--- config.mk ---
export PLATFORM = sky130hd
export DESIGN_NAME = faxi_rd_slave
export DESIGN_NICKNAME = d
export VERILOG_FILES = /design/src/rtl/faxi_pkg.sv /design/src/rtl/faxi_address.sv /design/src/rtl/faxi_rd_slave.sv
export SDC_FILE = /design/constraint.sdc
export NUM_CORES = 1
export LEC_CHECK = 0
export ABC_AREA = 1
export BUFFER_PORTS_ARGS = -buffer_cell sky130_fd_sc_hd__buf_2
export CORE_ASPECT_RATIO = 0.8
export CORE_UTILIZATION = 57
export CTS_BUF_LIST = sky130_fd_sc_hd__clkbuf_8 sky130_fd_sc_hd__clkbuf_16
export DETAILED_ROUTE_END_ITERATION = 8
export GPL_ROUTABILITY_DRIVEN = 0
export PLACE_DENSITY = 0.82
export SLEW_MARGIN = 20
export SYNTH_ARGS = -nofsm -noshare
export SYNTH_HDL_FRONTEND = slang
export SYNTH_HIERARCHICAL = 1
export SYNTH_SLANG_ARGS = --single-unit
export TNS_END_PERCENT = 30
--- constraint.sdc ---
create_clock -name i_clk -period 4.6 [get_ports i_clk]
set_input_delay 0.46 -clock i_clk [delete_from_list [all_inputs] [get_ports i_clk]]
set_output_delay 0.46 -clock i_clk [all_outputs]
set_load 0.02 [all_outputs]
--- src/rtl/faxi_pkg.sv ---
// Shared encodings for the AXI read responder: burst types, response codes,
// responder FSM states and the WRAP-length helper used by the address unit.
package faxi_pkg;

  typedef enum logic [1:0] {
    BURST_FIXED = 2'b00,
    BURST_INCR  = 2'b01,
    BURST_RSVD  = 2'b10,
    BURST_WRAP  = 2'b11
  } burst_e;

  typedef enum logic [1:0] {
    RESP_OKAY   = 2'b00,
    RESP_EXOKAY = 2'b01,
    RESP_SLVERR = 2'b10,
    RESP_DECERR = 2'b11
  } resp_e;

  typedef enum logic [1:0] {
    ST_IDLE  = 2'b00,
    ST_FETCH = 2'b01,
    ST_DATA  = 2'b10
  } state_e;

  // log2(beats) for the legal WRAP lengths; 0 flags an illegal WRAP length.
  function automatic logic [2:0] wrap_lg2(input logic [7:0] len);
    case (len)
      8'd1:    return 3'd1;
      8'd3:    return 3'd2;
      8'd7:    return 3'd3;
      8'd15:   return 3'd4;
      default: return 3'd0;
    endcase
  endfunction

endpackage

--- src/rtl/faxi_address.sv ---
// Burst next-address arithmetic: FIXED holds, INCR steps and aligns,
// WRAP steps within the naturally aligned window of beats*bytes.
module faxi_address
  import faxi_pkg::*;
#(
  parameter int AW = 32
) (
  input  logic [AW-1:0] i_addr,
  input  logic [2:0]    i_size,
  input  burst_e        i_burst,
  input  logic [7:0]    i_len,
  output logic [AW-1:0] o_next
);

  logic [AW-1:0] step;
  logic [AW-1:0] incr;
  logic [AW-1:0] aligned;
  logic [AW-1:0] wmask;
  logic [3:0]    wshift;

  always_comb begin
    step    = AW'(1) << i_size;
    incr    = i_addr + step;
    aligned = incr & ~(step - AW'(1));
    wshift  = {1'b0, i_size} + {1'b0, wrap_lg2(i_len)};
    wmask   = (AW'(1) << wshift) - AW'(1);
    case (i_burst)
      BURST_FIXED: o_next = i_addr;
      BURST_WRAP:  o_next = (i_addr & ~wmask) | (aligned & wmask);
      default:     o_next = aligned;
    endcase
  end

endmodule

--- src/rtl/faxi_rd_slave.sv ---
// AXI4 read-channel responder for a single-port synchronous RAM: one burst
// at a time, one memory read per beat, SLVERR beats for illegal requests.
module faxi_rd_slave
  import faxi_pkg::*;
#(
  parameter int AW = 32,
  parameter int DW = 32,
  parameter int IW = 4
) (
  input  logic          i_clk,
  input  logic          i_reset,
  input  logic          i_arvalid,
  output logic          o_arready,
  input  logic [AW-1:0] i_araddr,
  input  logic [7:0]    i_arlen,
  input  logic [2:0]    i_arsize,
  input  logic [1:0]    i_arburst,
  input  logic [IW-1:0] i_arid,
  output logic          o_rvalid,
  input  logic          i_rready,
  output logic [DW-1:0] o_rdata,
  output logic [1:0]    o_rresp,
  output logic          o_rlast,
  output logic [IW-1:0] o_rid,
  output logic          o_rd_en,
  output logic [AW-1:0] o_rd_addr,
  input  logic [DW-1:0] i_rd_data
);

  localparam int SZ_MAX = $clog2(DW / 8);

  state_e        state_q, state_d;
  logic [AW-1:0] addr_q, addr_d;
  logic [7:0]    len_q, len_d;
  logic [7:0]    cnt_q, cnt_d;
  logic [2:0]    size_q, size_d;
  burst_e        burst_q, burst_d;
  logic [IW-1:0] id_q, id_d;
  logic          err_q, err_d;
  logic          arready_q, arready_d;
  logic          rvalid_q, rvalid_d;
  resp_e         rresp_q, rresp_d;
  logic          rlast_q, rlast_d;
  logic [IW-1:0] rid_q, rid_d;
  logic [DW-1:0] rdata_q, rdata_d;
  logic          fresh_q, fresh_d;
  logic [AW-1:0] next_addr;
  logic          capture;
  logic          illegal;

  faxi_address #(.AW(AW)) u_addr (
    .i_addr  (addr_q),
    .i_size  (size_q),
    .i_burst (burst_q),
    .i_len   (len_q),
    .o_next  (next_addr)
  );

  assign capture = i_arvalid && arready_q;
  assign illegal = (i_arburst == BURST_RSVD) || (int'(i_arsize) > SZ_MAX) ||
                   ((i_arburst == BURST_WRAP) && (wrap_lg2(i_arlen) == 3'd0));

  // Memory data is valid only in the first DATA cycle after a fetch; it is
  // bypassed then and held in rdata_q for any backpressured cycles after.
  assign o_rdata   = fresh_q ? i_rd_data : rdata_q;
  assign o_rd_en   = (state_q == ST_FETCH);
  assign o_rd_addr = o_rd_en ? addr_q : '0;
  assign o_arready = arready_q;
  assign o_rvalid  = rvalid_q;
  assign o_rresp   = rresp_q;
  assign o_rlast   = rlast_q;
  assign o_rid     = rid_q;

  always_comb begin
    state_d  = state_q;
    addr_d   = addr_q;
    len_d    = len_q;
    cnt_d    = cnt_q;
    size_d   = size_q;
    burst_d  = burst_q;
    id_d     = id_q;
    err_d    = err_q;
    rvalid_d = rvalid_q;
    rresp_d  = rresp_q;
    rlast_d  = rlast_q;
    rid_d    = rid_q;
    rdata_d  = fresh_q ? i_rd_data : rdata_q;
    fresh_d  = 1'b0;
    case (state_q)
      ST_IDLE: begin
        if (capture) begin
          addr_d  = i_araddr;
          len_d   = i_arlen;
          cnt_d   = i_arlen;
          size_d  = i_arsize;
          burst_d = burst_e'(i_arburst);
          id_d    = i_arid;
          err_d   = illegal;
          if (illegal) begin
            state_d  = ST_DATA;
            rvalid_d = 1'b1;
            rresp_d  = RESP_SLVERR;
            rlast_d  = (i_arlen == 8'd0);
            rid_d    = i_arid;
            rdata_d  = '0;
          end else begin
            state_d = ST_FETCH;
          end
        end
      end
      ST_FETCH: begin
        state_d  = ST_DATA;
        rvalid_d = 1'b1;
        rresp_d  = RESP_OKAY;
        rlast_d  = (cnt_q == 8'd0);
        rid_d    = id_q;
        fresh_d  = 1'b1;
      end
      ST_DATA: begin
        if (i_rready) begin
          if (rlast_q) begin
            state_d  = ST_IDLE;
            rvalid_d = 1'b0;
            rlast_d  = 1'b0;
          end else begin
            cnt_d  = cnt_q - 8'd1;
            addr_d = next_addr;
            if (err_q) begin
              // Error beats stream back-to-back with no memory access.
              rlast_d = (cnt_q == 8'd1);
              rdata_d = '0;
            end else begin
              state_d  = ST_FETCH;
              rvalid_d = 1'b0;
            end
          end
        end
      end
      default: state_d = ST_IDLE;
    endcase
    arready_d = (state_d == ST_IDLE);
  end

  always_ff @(posedge i_clk or posedge i_reset) begin
    if (i_reset) begin
      state_q   <= ST_IDLE;
      addr_q    <= '0;
      len_q     <= '0;
      cnt_q     <= '0;
      size_q    <= '0;
      burst_q   <= BURST_FIXED;
      id_q      <= '0;
      err_q     <= 1'b0;
      arready_q <= 1'b0;
      rvalid_q  <= 1'b0;
      rresp_q   <= RESP_OKAY;
      rlast_q   <= 1'b0;
      rid_q     <= '0;
      rdata_q   <= '0;
      fresh_q   <= 1'b0;
    end else begin
      state_q   <= state_d;
      addr_q    <= addr_d;
      len_q     <= len_d;
      cnt_q     <= cnt_d;
      size_q    <= size_d;
      burst_q   <= burst_d;
      id_q      <= id_d;
      err_q     <= err_d;
      arready_q <= arready_d;
      rvalid_q  <= rvalid_d;
      rresp_q   <= rresp_d;
      rlast_q   <= rlast_d;
      rid_q     <= rid_d;
      rdata_q   <= rdata_d;
      fresh_q   <= fresh_d;
    end
  end

endmodule

Word level (Yosys, flattened, before mapping)
Index checks and enable logic that the tools add are counted.
{ "word_totals": {"register_bits": 102, "latch_bits": 0, "out_inout_bits": 74, "ram_bits": 0, "in_bits": 85, "mem_count": 0, "romBits": 0} }
{ "op_classes": {"shift": 2, "mux": 44, "eq_ne": 20, "div_mod_pow": 0, "n_mul": 0, "order_cmp": 1, "reduce_logical": 19, "n_addsub": 5, "bitwise": 6} }
{ "op_table": {"columns": ["operator", "n"], "rows": [
  ["32-bit 2-to-1 mux", 10],
  ["32-bit one-hot mux with 2 select lines", 3],
  ["32-bit bitwise AND", 3],
  ["32-bit NOT", 2],
  ["32-bit adder", 1],
  ["32-bit bitwise OR", 1],
  ["1-bit by 3-bit left shift with 32-bit output, first input constant", 1],
  ["1-bit by 4-bit left shift with 32-bit output, first input constant", 1],
  ["32-bit by 1-bit subtractor with 32-bit output, second input constant", 1],
  ["32-bit by 2-bit subtractor with 32-bit output, second input constant", 1],
  ["8-bit by 1-bit equality test with 1-bit output, second input constant", 3],
  ["8-bit 2-to-1 mux", 3],
  ["3-bit one-hot mux with 4 select lines", 2],
  ["8-bit by 2-bit equality test with 1-bit output, second input constant", 2],
  ["8-bit by 3-bit equality test with 1-bit output, second input constant", 2],
  ["8-bit by 4-bit equality test with 1-bit output, second input constant", 2],
  ["8-bit zero test", 2],
  ["8-bit one-hot mux with 2 select lines", 1],
  ["2-bit 2-to-1 mux", 7],
  ["1-bit 2-to-1 mux", 11],
  ["2-bit inequality test, second input constant", 5],
  ["5-bit AND reduction", 2],
  ["2-bit equality test, second input constant", 4],
  ["4-bit 2-to-1 mux", 2],
  ["other kinds (18)", 25]
]} }

Longest topological paths before layout
Gate-level depths: netlist of the first run.
{ "logic_depth": {"depth_word": 12, "mapped_depth": 25, "ltp_nobuf": 25} }

Hierarchy
The synthesis of the first run kept the hierarchy.
{ "by_module_without_submodules": {"columns": ["module", "area_per_inst_um2", "n_inst", "seq_area_each_um2", "cells_each"], "rows": [
  ["faxi_rd_slave", 5099.9, 1, 2527.4, 680],
  ["faxi_address", 3363.2, 1, 0.0, 667]
]} }

Worst setup path before layout of the first run
No wires, ideal clock.
{ "synth_timing": {"kind": "register -> register", "startpoint": "reg len_q[5]", "endpoint": "reg addr_q[15]", "path_slack_ps": 1235, "path_stages_with_launch": 23, "t_arrival_ps": 3283, "path_buffers": 0, "cell_sequence": "dfrtp_1 -> nor4_1 -> inv_1 -> nor4b_1 -> ha_1 -> inv_1 -> fa_1 -> nor2_1 -> nand3_1 -> inv_1 -> nand2_1 -> nand2_1 -> nor2_1 -> nand2_1 -> nor2_1 -> nand2_1 -> nor2_1 -> ha_1 -> nand2_1 -> a21oi_1 -> a21oi_1 -> nand2_1 -> a31oi_1"} }
{ "synth_via": {"elab_chain_cells": 12, "elab_cells_between_ends": 16} }
{ "synth_lines": {"columns": ["item", "line", "source"], "rows": [
  ["from (decl)", "faxi_rd_slave.sv:34", "logic [7:0] len_q, len_d;"],
  ["from (signal assigned)", "faxi_rd_slave.sv:164", "len_q <= len_d;"],
  ["8-bit by 4-bit equality test with 1-bit output (tied with other cells)", "faxi_pkg.sv:27", "case (len)"],
  ["3-bit one-hot mux with 4 select lines *", "faxi_pkg.sv:27", null],
  ["3-bit by 3-bit adder with 4-bit output *", "faxi_address.sv:25", "wshift = {1'b0, i_size} + {1'b0, wrap_lg2(i_len)};"],
  ["1-bit by 4-bit left shift with 32-bit output *", "faxi_address.sv:26", "wmask = (AW'(1) << wshift) - AW'(1);"],
  ["32-bit by 2-bit subtractor with 32-bit output *", "faxi_address.sv:26", null],
  ["32-bit NOT", "faxi_address.sv:29", "BURST_WRAP: o_next = (i_addr & ~wmask) | (aligned & wmask);"],
  ["32-bit bitwise AND", "faxi_address.sv:29", null],
  ["32-bit bitwise OR *", "faxi_address.sv:29", null],
  ["32-bit one-hot mux with 2 select lines *", "faxi_address.sv:27", "case (i_burst)"],
  ["net next_addr[15]", "faxi_rd_slave.sv:47", "logic [AW-1:0] next_addr;"],
  ["32-bit 2-to-1 mux *", "faxi_rd_slave.sv:121", "if (rlast_q) begin"],
  ["32-bit 2-to-1 mux *", "faxi_rd_slave.sv:120", "if (i_rready) begin"],
  ["32-bit one-hot mux with 2 select lines *", "faxi_rd_slave.sv:89", "case (state_q)"],
  ["to (signal assigned)", "faxi_rd_slave.sv:163", "addr_q <= addr_d;"],
  ["to (decl)", "faxi_rd_slave.sv:33", "logic [AW-1:0] addr_q, addr_d;"]
]} }
Mark *: on every way through the listed nets, which the timed path passes. The rest lies on a longest branch. The select of a mux whose other input is x is not followed.
A chain may end at the register's enable or synchronous reset.

Worst setup path after layout of the first run
{ "layout_timing": {"startpoint": "reg len_q[5]", "endpoint": "reg addr_q[31]"} }
Same word-level chain as after synthesis.

==> results of run 1 <==
## path summary, 6_finish.rpt
| check | cells past startpoint | end | start | slack (ps) |
|---|---|---|---|---|
| setup / recovery | 23 | addr_q[31] | len_q[5] | 610 |
| min in group i_clk | 3 | size_q[1] | i_arsize[1] | 330 |
| hold / removal | 2 | rdata_q[0] | i_reset | 310 |
| max in group asynchronous | 3 | cnt_q[7] | i_reset | 3320 |
| setup reg to reg | 23 | addr_q[31] | len_q[5] | 610 |
| hold reg to reg | 2 | id_q[2] | id_q[2] | 490 |
## final cells by class
class / instances / area, sq um
sequential: 101 / 2530
fill: 1309 / 4820
inverter: 213 / 805
multi-input combinational: 985 / 4880
tap: 184 / 230
timing repair buffer: 165 / 846
clock inverter: 7 / 62.6
clock buffer: 9 / 225
## sequential cells by signal, summed over array words and instances, names as in the netlist
signal	cells
len_q	8
o_rvalid	1
o_rlast	1
burst_q	2
o_rid	4
state_q	2
fresh_q	1
rdata_q	32
o_rresp	1
id_q	4
cnt_q	8
o_arready	1
addr_q	32
err_q	1
size_q	3
## where the power goes
group / switching, mW / internal, mW
registers: 0.469 / 1.29
logic: 3.73 / 1.81
clock network: 0.382 / 0.377
## per-stage QoR
stage	hold WS (ps)	cell area [sq um]	utilization	setup WS, ps
floorplan	448	8460	-	1240
global placement	463	9290	0.645	801
detailed placement	470	9290	0.645	737
CTS	318	9580	0.665	707
global route	334	9580	0.665	336
finish	311	9580	0.665	612
## logic make-up (layout without fill, tap and decap cells)
family	after synthesis	count (layout)	share of synthesized area
adder cells (fa/ha/maj)	26	26	0.0402
AO/OA/AOI/OAI	230	230	0.153
other	1	1	0.000443
flip-flops	101	101	0.299
AND/OR/NAND/NOR	719	719	0.374
XOR/XNOR	9	9	0.00931
buffers and inverters	261	394	0.125
## cell usage after synthesis, types with 13 or more instances
| cell type | count | area share |
|---|---|---|
| nand2_1 | 419 | 0.19 |
| nor2_1 | 124 | 0.055 |
| dfrtp_1 | 101 | 0.30 |
| inv_1 | 201 | 0.089 |
| nand2_2 | 13 | 0.0096 |
| nor3_1 | 13 | 0.0077 |
| nand4_1 | 18 | 0.013 |
| ha_1 | 24 | 0.035 |
| nand3_1 | 80 | 0.047 |
| a31oi_1 | 38 | 0.028 |
| a21oi_1 | 77 | 0.046 |
| nor2_2 | 17 | 0.013 |
| clkbuf_1 | 33 | 0.015 |
| o21ai_0 | 75 | 0.044 |
## per-layer routing
metal  share of wire  vias to the layer above  global-route usage  wire, microns
met3           0.096                       41              0.0587           2280
met5         0.00071                        -                   0             17
met2            0.45                      463               0.504          10700
li1                -                     4533                   -              -
met1            0.44                     4097               0.433          10500
met4           0.016                        2               0.102            390
## worst max-delay path, delay by kind of cell (launching register included)
| kind | cells | cell delay, ps |
|---|---|---|
| adder cells (fa/ha/maj) | 3 | 1040 |
| AO/OA/AOI/OAI | 2 | 300 |
| AND/OR/NAND/NOR | 15 | 1960 |
| buffers and inverters | 3 | 230 |
| flip-flops | 1 | 380 |
## cell usage in the layout (no fill, tap or decap), types with 7 or more instances in the layout
cell,synthesis,layout
dfrtp_1,101,101
ha_1,24,24
nand4_1,18,18
xor2_1,7,7
inv_1,201,201
nor2_4,8,8
clkbuf_16,0,9
nand3_1,80,80
nand2_2,13,13
a31oi_1,38,38
nor3_1,13,13
a22oi_1,7,7
buf_4,1,8
nor2_2,17,17
inv_2,9,9
a21boi_1,9,9
o21ai_0,75,75
nor2_1,124,124
nand2_1,419,419
a21oi_1,77,77
buf_2,4,157
==> flow_summary_export.csv, run 1 <==
group,metric,value,unit
clock_network,cts_made_buffers,9,
synthesis,synth_area,8460,sq um
timing,setup_violations,0,
worst_setup_path,cp.arrival,4280,ps
clock_network,cts_tree,"built",
placed_design,placed_cells,1648,
clock_network,cts-resized-gates,0,
finish,insertedDiodeCount,0,
timing,worst_pin_slew,978,ps
route,drtAntennaViolNets,0,
grt,gr-usage-all-layers,0.316,
worst_setup_path,worstPathCellList,"nor4_1 -> inv_1 -> nor4b_1 -> ha_1 -> inv_1 -> fa_1 -> nor2_1 -> nand3_1 -> inv_1 -> nand2_1 -> nand2_1 -> nor2_1 -> nand2_1 -> nor2_1 -> nand2_1 -> nor2_1 -> ha_1 -> nor2_1 -> nor2_1 -> nand2_1 -> a21oi_1 -> nand2_1 -> a31oi_1",
placed_design,dp_hpwl,17100,microns
finish,syn_to_final_growth,13.2,%
synthesis,synth_cells,1347,
synthesis,ys_types,53,
clock_network,clock-root-buffer,"clkbuf_16",
timing,hold_viol_final,0,
route,drc,16,
synthesis,synth-seq-cells,101,
finish,drive_gt1_frac,0.171,
synthesis,yosys_warnings,6,
timing,fmax,0.251,GHz
timing,rsz0062_at_grt,"no",
pwr,p_per_area,842,nW/um^2
synthesis,synth_fp_nets,1458,
worst_setup_path,start_kind,"flip-flop",
synthesis,synth-edff-count,0,
worst_setup_path,critPathMaxStageDelay,560,ps
worst_setup_path,cp.required,4890,ps
floorplanning,die-width,138,microns
timing,fin_tns_setup,0,ps
route,num_vias,9136,
clock_network,cts-htree-levels,3,
clock_network,clkSlewWorstSetupHoldPaths,80,ps
outcome,status,"complete, but fails checks",
clock_network,post-cts-setup-buffers,0,
floorplanning,rows,39,
timing,skew,12.4,ps
clock_network,clk_path_buf_depth,2,
pwr,total_power,8.06,mW
flow_run,drv_cap,0,
route,dr.pass1.iters,8,
clock_network,ctsHoldBuffers,0,
synthesis,async_flop_share,1.00,
floorplanning,initial_core_util,0.588,
route,drt_iter0_drc,865,
synthesis,synth_flop_cell,"dfrtp_1",
synthesis,syn_avg_cell_area,6.28,sq um
placed_design,port_buffers,157,
timing,max_slew_margin,0.348,
timing,slew_violations,0,
worst_setup_path,worstSetupPathType,"flip-flop to flip-flop",
synthesis,seq_area_frac_synth,0.299,
grt,grt_pass1_vias,8172,
floorplanning,dieArea,15300,sq um
finish,nets,1586,
route,avgRoutedWirePerCell,14.3,microns
outcome,violations,"DRC",
grt,grt_pass1_wl,39200,microns
finish,layout.cells.non_filler,1664,
grt,grt_max_degree,77,
grt,antenna_found_initial,1,
worst_setup_path,slowest_stage,"fa_1",
clock_network,cts.sinks,101,
floorplanning,io_pins,159,
floorplanning,core_region_area,14400,sq um
grt,grt_overflow_total,0,
worst_setup_path,end_kind,"flip-flop",
clock_network,clk_latency,360,ps
worst_setup_path,path_max_fanout,5,
pwr,irDropWorstVdd,446,uV
timing,fin_crit_sh,0.867,
floorplanning,chipHeight,111,microns
timing,min_period,3990,ps
pwr,leakagePower,5.51,nW
route,vias_per_cell,5.49,
hold_path,hold_path.class,"input port to asynchronous set/reset pin",
route,drt-total-wl,23900,microns
Note: power is estimated with default switching activity, not from simulation.
==> run 2: changes to the inputs <==
- ABC_AREA: 1 -> not set
- CORE_UTILIZATION: 57 -> 55
- SYNTH_HIERARCHICAL: 1 -> not set
==> run 2 against run 1 <==
The flow still finishes with violations (DRC). Total power decreased by 24%. Sequential share of layout area rose by 5.8 points. Non-clock buffer count up 4. Setup slack worse by 260 ps. Sequential power shrank 3%. Combinational power shrank 33%. Maximum frequency decreased by 6.2%. Hold slack improved by 11 ps. Count of clock-buffer cells in the layout unchanged. Area after synthesis decreased by 21%. Clock skew is 2.0 ps lower. Critical path type unchanged. Largest power group unchanged.
==> flow_summary_export.csv, run 2 <==
group,metric,value,unit
grt,gr-usage-all-layers,0.288,
worst_setup_path,end_kind,"flip-flop",
pwr,total_power,6.15,mW
synthesis,ys_top_cells_by_area,"dfrtp_1, mux2_2, nand2_1",
worst_setup_path,path_max_fanout,7,
worst_setup_path,cp.arrival,4470,ps
pwr,p_sw_frac,0.488,
finish,layout.cells.non_filler,1058,
placed_design,port_buffers,157,
route,drt-total-wl,17700,microns
pwr,irDropWorstVdd,391,uV
clock_network,cts.sinks,101,
synthesis,synth-seq-cells,101,
timing,fmax,0.235,GHz
grt,antenna_found_initial,0,
synthesis,syn_avg_cell_area,8.74,sq um
synthesis,ys_types,83,
finish,nets,1012,
timing,min_period,4250,ps
finish,final_cell_mix,"buf_2, nand2_1, dfrtp_1",
floorplanning,io_pins,159,
synthesis,yosysTopAreaCell,"dfrtp_1",
worst_setup_path,worstSetupPathType,"flip-flop to flip-flop",
route,num_vias,6418,
clock_network,cts-htree-levels,3,
finish,syn_to_final_growth,17.4,%
floorplanning,die-width,125,microns
synthesis,yosysTopAreaCellShare,0.378,
worst_setup_path,cp-startpoint,"len_q[5]",
timing,hold_viol_final,0,
synthesis,yosys_warnings,0,
timing,fin_crit_sh,0.924,
worst_setup_path,start_kind,"flip-flop",
timing,fin_tns_setup,0,ps
grt,grt_max_degree,74,
worst_setup_path,reg2reg_depth,15,
synthesis,seq_area_frac_synth,0.378,
worst_setup_path,r2r_slack,350,ps
synthesis,async_flop_share,1.00,
timing,whs,321,ps
route,dr.pass1.iters,7,
hold_path,hold_path.class,"input port to asynchronous set/reset pin",
timing,setup_violations,0,
route,drt_iter0_drc,811,
synthesis,synth_fp_nets,872,
grt,grt_overflow_total,0,
clock_network,cts_tree,"built",
synthesis,synth_flop_cell,"dfrtp_1",
clock_network,clkSlewWorstSetupHoldPaths,80,ps
pwr,internal-power,3.15,mW
synthesis,synth_cells,765,
route,drtAntennaViolNets,0,
route,avgRoutedWirePerCell,16.8,microns
floorplanning,initial_core_util,0.572,
pwr,p_seq_frac,0.278,
timing,rsz0062_at_grt,"no",
timing,max_slew_margin,0.392,
floorplanning,dieArea,12600,sq um
route,drc,12,
synthesis,synth_most_common_cell,"nand2_1",
synthesis,synthTopCellsByCount,"nand2_1, dfrtp_1, a21oi_1",
worst_setup_path,cp.required,4820,ps
synthesis,synth_area,6680,sq um
outcome,violations,"DRC",
pwr,pwr-share-clk,0.117,
synthesis,synth-edff-count,0,
grt,grt_pass1_wl,28900,microns
clock_network,clk_path_buf_depth,2,
timing,worst_pin_slew,912,ps
placed_design,dp_hpwl,13100,microns
timing,skew,10.4,ps
pwr,switchingPower,3.00,mW
clock_network,clk_latency,350,ps
floorplanning,chipHeight,101,microns
pwr,power_frac_comb,0.606,
timing,slew_violations,0,
finish,insertedDiodeCount,0,
placed_design,placed_cells,1042,
pwr,leakagePower,3.81,nW
clock_network,clock-root-buffer,"clkbuf_16",
finish,drive_gt1_frac,0.270,
outcome,status,"complete, but fails checks",
floorplanning,rows,35,
floorplanning,core_region_area,11700,sq um
route,vias_per_cell,6.07,
grt,grt_pass1_vias,5729,
finish,layout_commonest_cell,"buf_2",
pwr,p_per_area,784,nW/um^2
clock_network,cts_made_buffers,9,
flow_run,drv_cap,0,
worst_setup_path,reg2reg_from,"len_q[5]",
[run 2: through the flow]
stage | util | setup WS, ps | cell area (sq um)
after detailed placement | 0.647 | 324 | 7560
final | 0.671 | 348 | 7850
after global routing | 0.671 | 61.7 | 7850
after global placement | 0.647 | 471 | 7560
after floorplan | - | 796 | 6680
after CTS | 0.670 | 300 | 7840
[run 2: worst max-delay path, cell delays in order (launching register included)]
cell and delay [ps]:
dfrtp_1 380, nand2b_1 140, nor4_1 280, nor3b_1 260, ha_1 230, inv_1 60
fa_1 500, nand2b_1 190, o31ai_1 300, nand3_1 150, ha_1 310, or2_2 340
a2111oi_0 540, o31ai_1 180, a31oi_1 180, o22ai_1 90
[run 2: how the worst max path moves through the flow]
stage,endpoint,slack (ps),cells past startpoint
2_1_floorplan,flip-flop,800,15
3_3_place_gp,flip-flop,470,15
3_5_place_dp,flip-flop,320,15
4_1_cts,flip-flop,300,15
5_1_grt,flip-flop,60,15
6_report,flip-flop,350,15
[run 2: logic make-up after synthesis]
group           count (synthesis)  synth area share
simple gates                  326             0.250
flops                         101             0.378
buf+inv                        68            0.0447
other cells                     1          0.000561
fa+ha+maj                      22            0.0434
compound gates                192             0.196
mux                            43            0.0719
xor+xnor                       12            0.0157
[run 2: power groups by stage]
| stage | registers, mW | logic [mW] | clock network (mW) |
|---|---|---|---|
| CTS | 1.70 | 3.67 | 0.726 |
| global route | 1.77 | 4.08 | 0.762 |
| floorplan | 1.62 | 2.80 | 0 |
| detailed placement | 1.71 | 3.66 | 0 |
| finish | 1.71 | 3.72 | 0.718 |
| global placement | 1.69 | 3.59 | 0 |
[run 2: layout make-up]
class	instances	area, sq um
multi-input cells	596	3870
fillers	945	3850
flip-flops and latches	101	2530
repair buffers	169	876
clock buffers	9	225
well taps	148	185
inverters	28	108
clock inverters	7	52.6
[run 2: layer usage]
metal  vias up  track usage  routed length, microns
li1       3047            -                       -
met1      3032        0.414                    7960
met2       310        0.450                    7900
met3        29       0.0563                    1640
met4         0       0.0694                     233
met5         -            0                       0
[run 2: repair_timing]
item / in CTS / in global routing
resized for setup: 0 / 1
hold buffers: 0 / 0
setup endpoints to repair: 0 / 1
buffers inserted: 0 / 0
==> run 3: changes to the inputs <==
--- a/config.mk
+++ b/config.mk
@@ -6,11 +6,13 @@
 export NUM_CORES = 1
 export LEC_CHECK = 0
+export ABC_AREA = 1
 export BUFFER_PORTS_ARGS = -buffer_cell sky130_fd_sc_hd__buf_2
 export CORE_ASPECT_RATIO = 0.8
-export CORE_UTILIZATION = 55
+export CORE_UTILIZATION = 56
 export CTS_BUF_LIST = sky130_fd_sc_hd__clkbuf_8 sky130_fd_sc_hd__clkbuf_16
 export DETAILED_ROUTE_END_ITERATION = 8
 export GPL_ROUTABILITY_DRIVEN = 0
 export PLACE_DENSITY = 0.82
+export RECOVER_POWER = 100
 export SLEW_MARGIN = 20
 export SYNTH_ARGS = -nofsm -noshare
==> constraint.sdc (replaced) <==
create_clock -name i_clk -period 4.6 [get_ports i_clk]
set_input_delay 0.23 -clock i_clk [delete_from_list [all_inputs] [get_ports i_clk]]
set_output_delay 0.23 -clock i_clk [all_outputs]
set_load 0.02 [all_outputs]
==> run 3 against run 2 <==
The run ends with capacitance limit, slew limit left. Final cell count is 30% higher. Die area is 6.7% higher. Critical path type unchanged. Final area is 5.4% higher. Critical path depth is 5 lower. Count of clock-buffer cells in the layout stayed put. Sequential power hardly changed. Area after synthesis is 8.7% higher. Largest power group unchanged. Global-route usage is 1.5 points higher.
==> flow_summary_export.csv, run 3 <==
group,metric,value,unit
grt,grtUsageMet2,0.456,
timing,fin_tns_setup,0,ps
synthesis,ys_types,51,
route,vias_per_cell,5.39,
route,num_vias,7445,
outcome,status,"complete, but fails checks",
grt,grt_pass1_vias,6713,
route,drtAntennaViolNets,0,
clock_network,cts.sinks,101,
pwr,total_power,5.96,mW
finish,fin_util,0.665,
route,drt_iter0_drc,643,
worst_setup_path,end_kind,"flip-flop",
floorplanning,core_region_area,12400,sq um
pwr,irDropWorstVdd,365,uV
clock_network,cts_tree,"built",
timing,timing.final.ws_setup,638,ps
clock_network,cts-resized-gates,0,
synthesis,synthTopCellsByCount,"nand2_1, inv_1, dfrtp_1",
synthesis,synth-seq-cells,101,
grt,top_usage_layer,"met2",
synthesis,seq_area_frac_synth,0.348,
placed_design,port_buffers,157,
synthesis,syn_avg_cell_area,6.83,sq um
timing,fin_crit_sh,0.861,
floorplanning,io_pins,159,
clock_network,cts_made_buffers,9,
clock_network,cts-htree-levels,3,
finish,nets,1311,
worst_setup_path,path_max_fanout,19,
timing,setup_violations,0,
synthesis,synth_cells,1064,
synthesis,synth-edff-count,0,
timing,min_period,3960,ps
timing,whs,111,ps
floorplanning,rows,36,
placed_design,placed_cells,1363,
synthesis,yosysTopAreaCell,"dfrtp_1",
route,dr.pass1.iters,5,
worst_setup_path,worstSetupPathType,"flip-flop to flip-flop",
grt,grt_overflow_total,0,
route,drt-total-wl,19700,microns
finish,final_cell_mix,"nand2_1, inv_1, dfrtp_1, buf_2, nor2_1",
clock_network,clkSlewWorstSetupHoldPaths,80,ps
floorplanning,initial_core_util,0.584,
clock_network,clock-root-buffer,"clkbuf_16",
timing,rsz0062_at_grt,"no",
grt,grt_max_degree,60,
synthesis,synth_flop_cell,"dfrtp_1",
pwr,p_per_area,720,nW/um^2
grt,grt_pass1_wl,32200,microns
worst_setup_path,start_kind,"flip-flop",
synthesis,yosysTopAreaCellShare,0.348,
hold_path,hold_path.class,"input port to flip-flop",
timing,max_slew_margin,-0.328,
route,drc,0,
synthesis,async_flop_share,1.00,
placed_design,dp_hpwl,14900,microns
worst_setup_path,cp.arrival,4210,ps
floorplanning,chipHeight,104,microns
finish,layout_commonest_cell,"nand2_1",
timing,slew_violations,124,
timing,skew,10.0,ps
finish,syn_to_final_growth,13.9,%
route,avgRoutedWirePerCell,14.3,microns
finish,final_area,8270,sq um
synthesis,yosys_warnings,0,
worst_setup_path,cp.required,4850,ps
grt,antenna_found_initial,0,
grt,gr-usage-all-layers,0.302,
timing,worst_pin_slew,1980,ps
pwr,leakagePower,4.68,nW
timing,fmax,0.252,GHz
synthesis,ys_top_cells_by_area,"dfrtp_1, nand2_1, inv_1",
floorplanning,die-width,129,microns
synthesis,synth_fp_nets,1171,
finish,insertedDiodeCount,0,
finish,layout.cells.non_filler,1380,
synthesis,synth_most_common_cell,"nand2_1",
clock_network,clk_latency,350,ps
outcome,violations,"capacitance limit, slew limit",
grt,grt_use_met3,0.0684,
grt,use_met1,0.432,
finish,drive_gt1_frac,0.125,
synthesis,synth_area,7270,sq um
floorplanning,dieArea,13400,sq um
clock_network,clk_path_buf_depth,2,
placed_design,pre_cts_slack,1210,ps
flow_run,drv_cap,3,
placed_design,placed_area,8110,sq um
timing,hold_viol_final,0,
==> run 3: cell count changes after synthesis, sizes merged, moves of 9 or more <==
cell,before,now
inv,27,171
nand2,108,365
nand3,30,66
and3,9,0
clkbuf,29,15
o22ai,12,2
nor2,40,80
nor2b,35,0
and2,38,1
o21ai,40,60
nand4,9,19
==> run 3: logic make-up after synthesis <==
logic type,count (synthesis),synth area share
simple gates,559,0.328
buf+inv,206,0.116
compound gates,134,0.107
flops,101,0.348
mux,32,0.0496
fa+ha+maj,22,0.0400
xor+xnor,9,0.0108
other cells,1,0.000516
==> run 3: per-layer routing <==
metal	wire, microns	share of wire	vias to the layer above
li1	-	-	3639
met1	8810	0.45	3388
met2	8450	0.43	384
met3	2140	0.11	34
met4	350	0.018	0
met5	0	0	-
==> run 3: worst max-delay path, cell delays in order, from the launching register on <==
cell and delay (ps):
dfrtp_1 400, inv_1 120, ha_1 660, clkbuf_1 500
inv_2 330, o31ai_1 1130, a21oi_1 250, nand2_1 190
o21ai_0 100, nand3_1 120, nand2_1 50
==> run 3: worst paths after layout <==
check	cells after the start	end	startpoint	slack (ps)
max	10	flip-flop	state_q[0]	640
min	3	burst_q[1]	i_arburst[1]	110
max reg2reg	10	flip-flop	state_q[0]	640
min reg2reg	2	o_rvalid	o_rvalid	470
max in group asynchronous	4	cnt_q[5]	i_reset	1540
min in group asynchronous	3	rdata_q[11]	i_reset	930
==> run 3: what timing repair did <==
action / CTS / global route
endpoints found under the setup margin: 0 / 0
endpoints found under the hold margin: 42 / 0
buffers inserted: 0 / 0
hold buffers: 1 / 0
==> run 3: final cells by class <==
class | count | area, sq um
repair buffers | 162 | 746
well taps | 171 | 214
inverters | 173 | 651
multi-input cells | 757 | 3840
fillers | 1176 | 4160
clock inverters | 7 | 67.6
clock buffers | 9 | 225
flip-flops and latches | 101 | 2530
==> run 3: report_power, final <==
group          leakage (nW)  internal, mW  switching (mW)
registers              1.26          1.32           0.396
clock network         0.145         0.381           0.382
logic                  3.28          1.12            2.36
total                  4.68          2.82            3.14
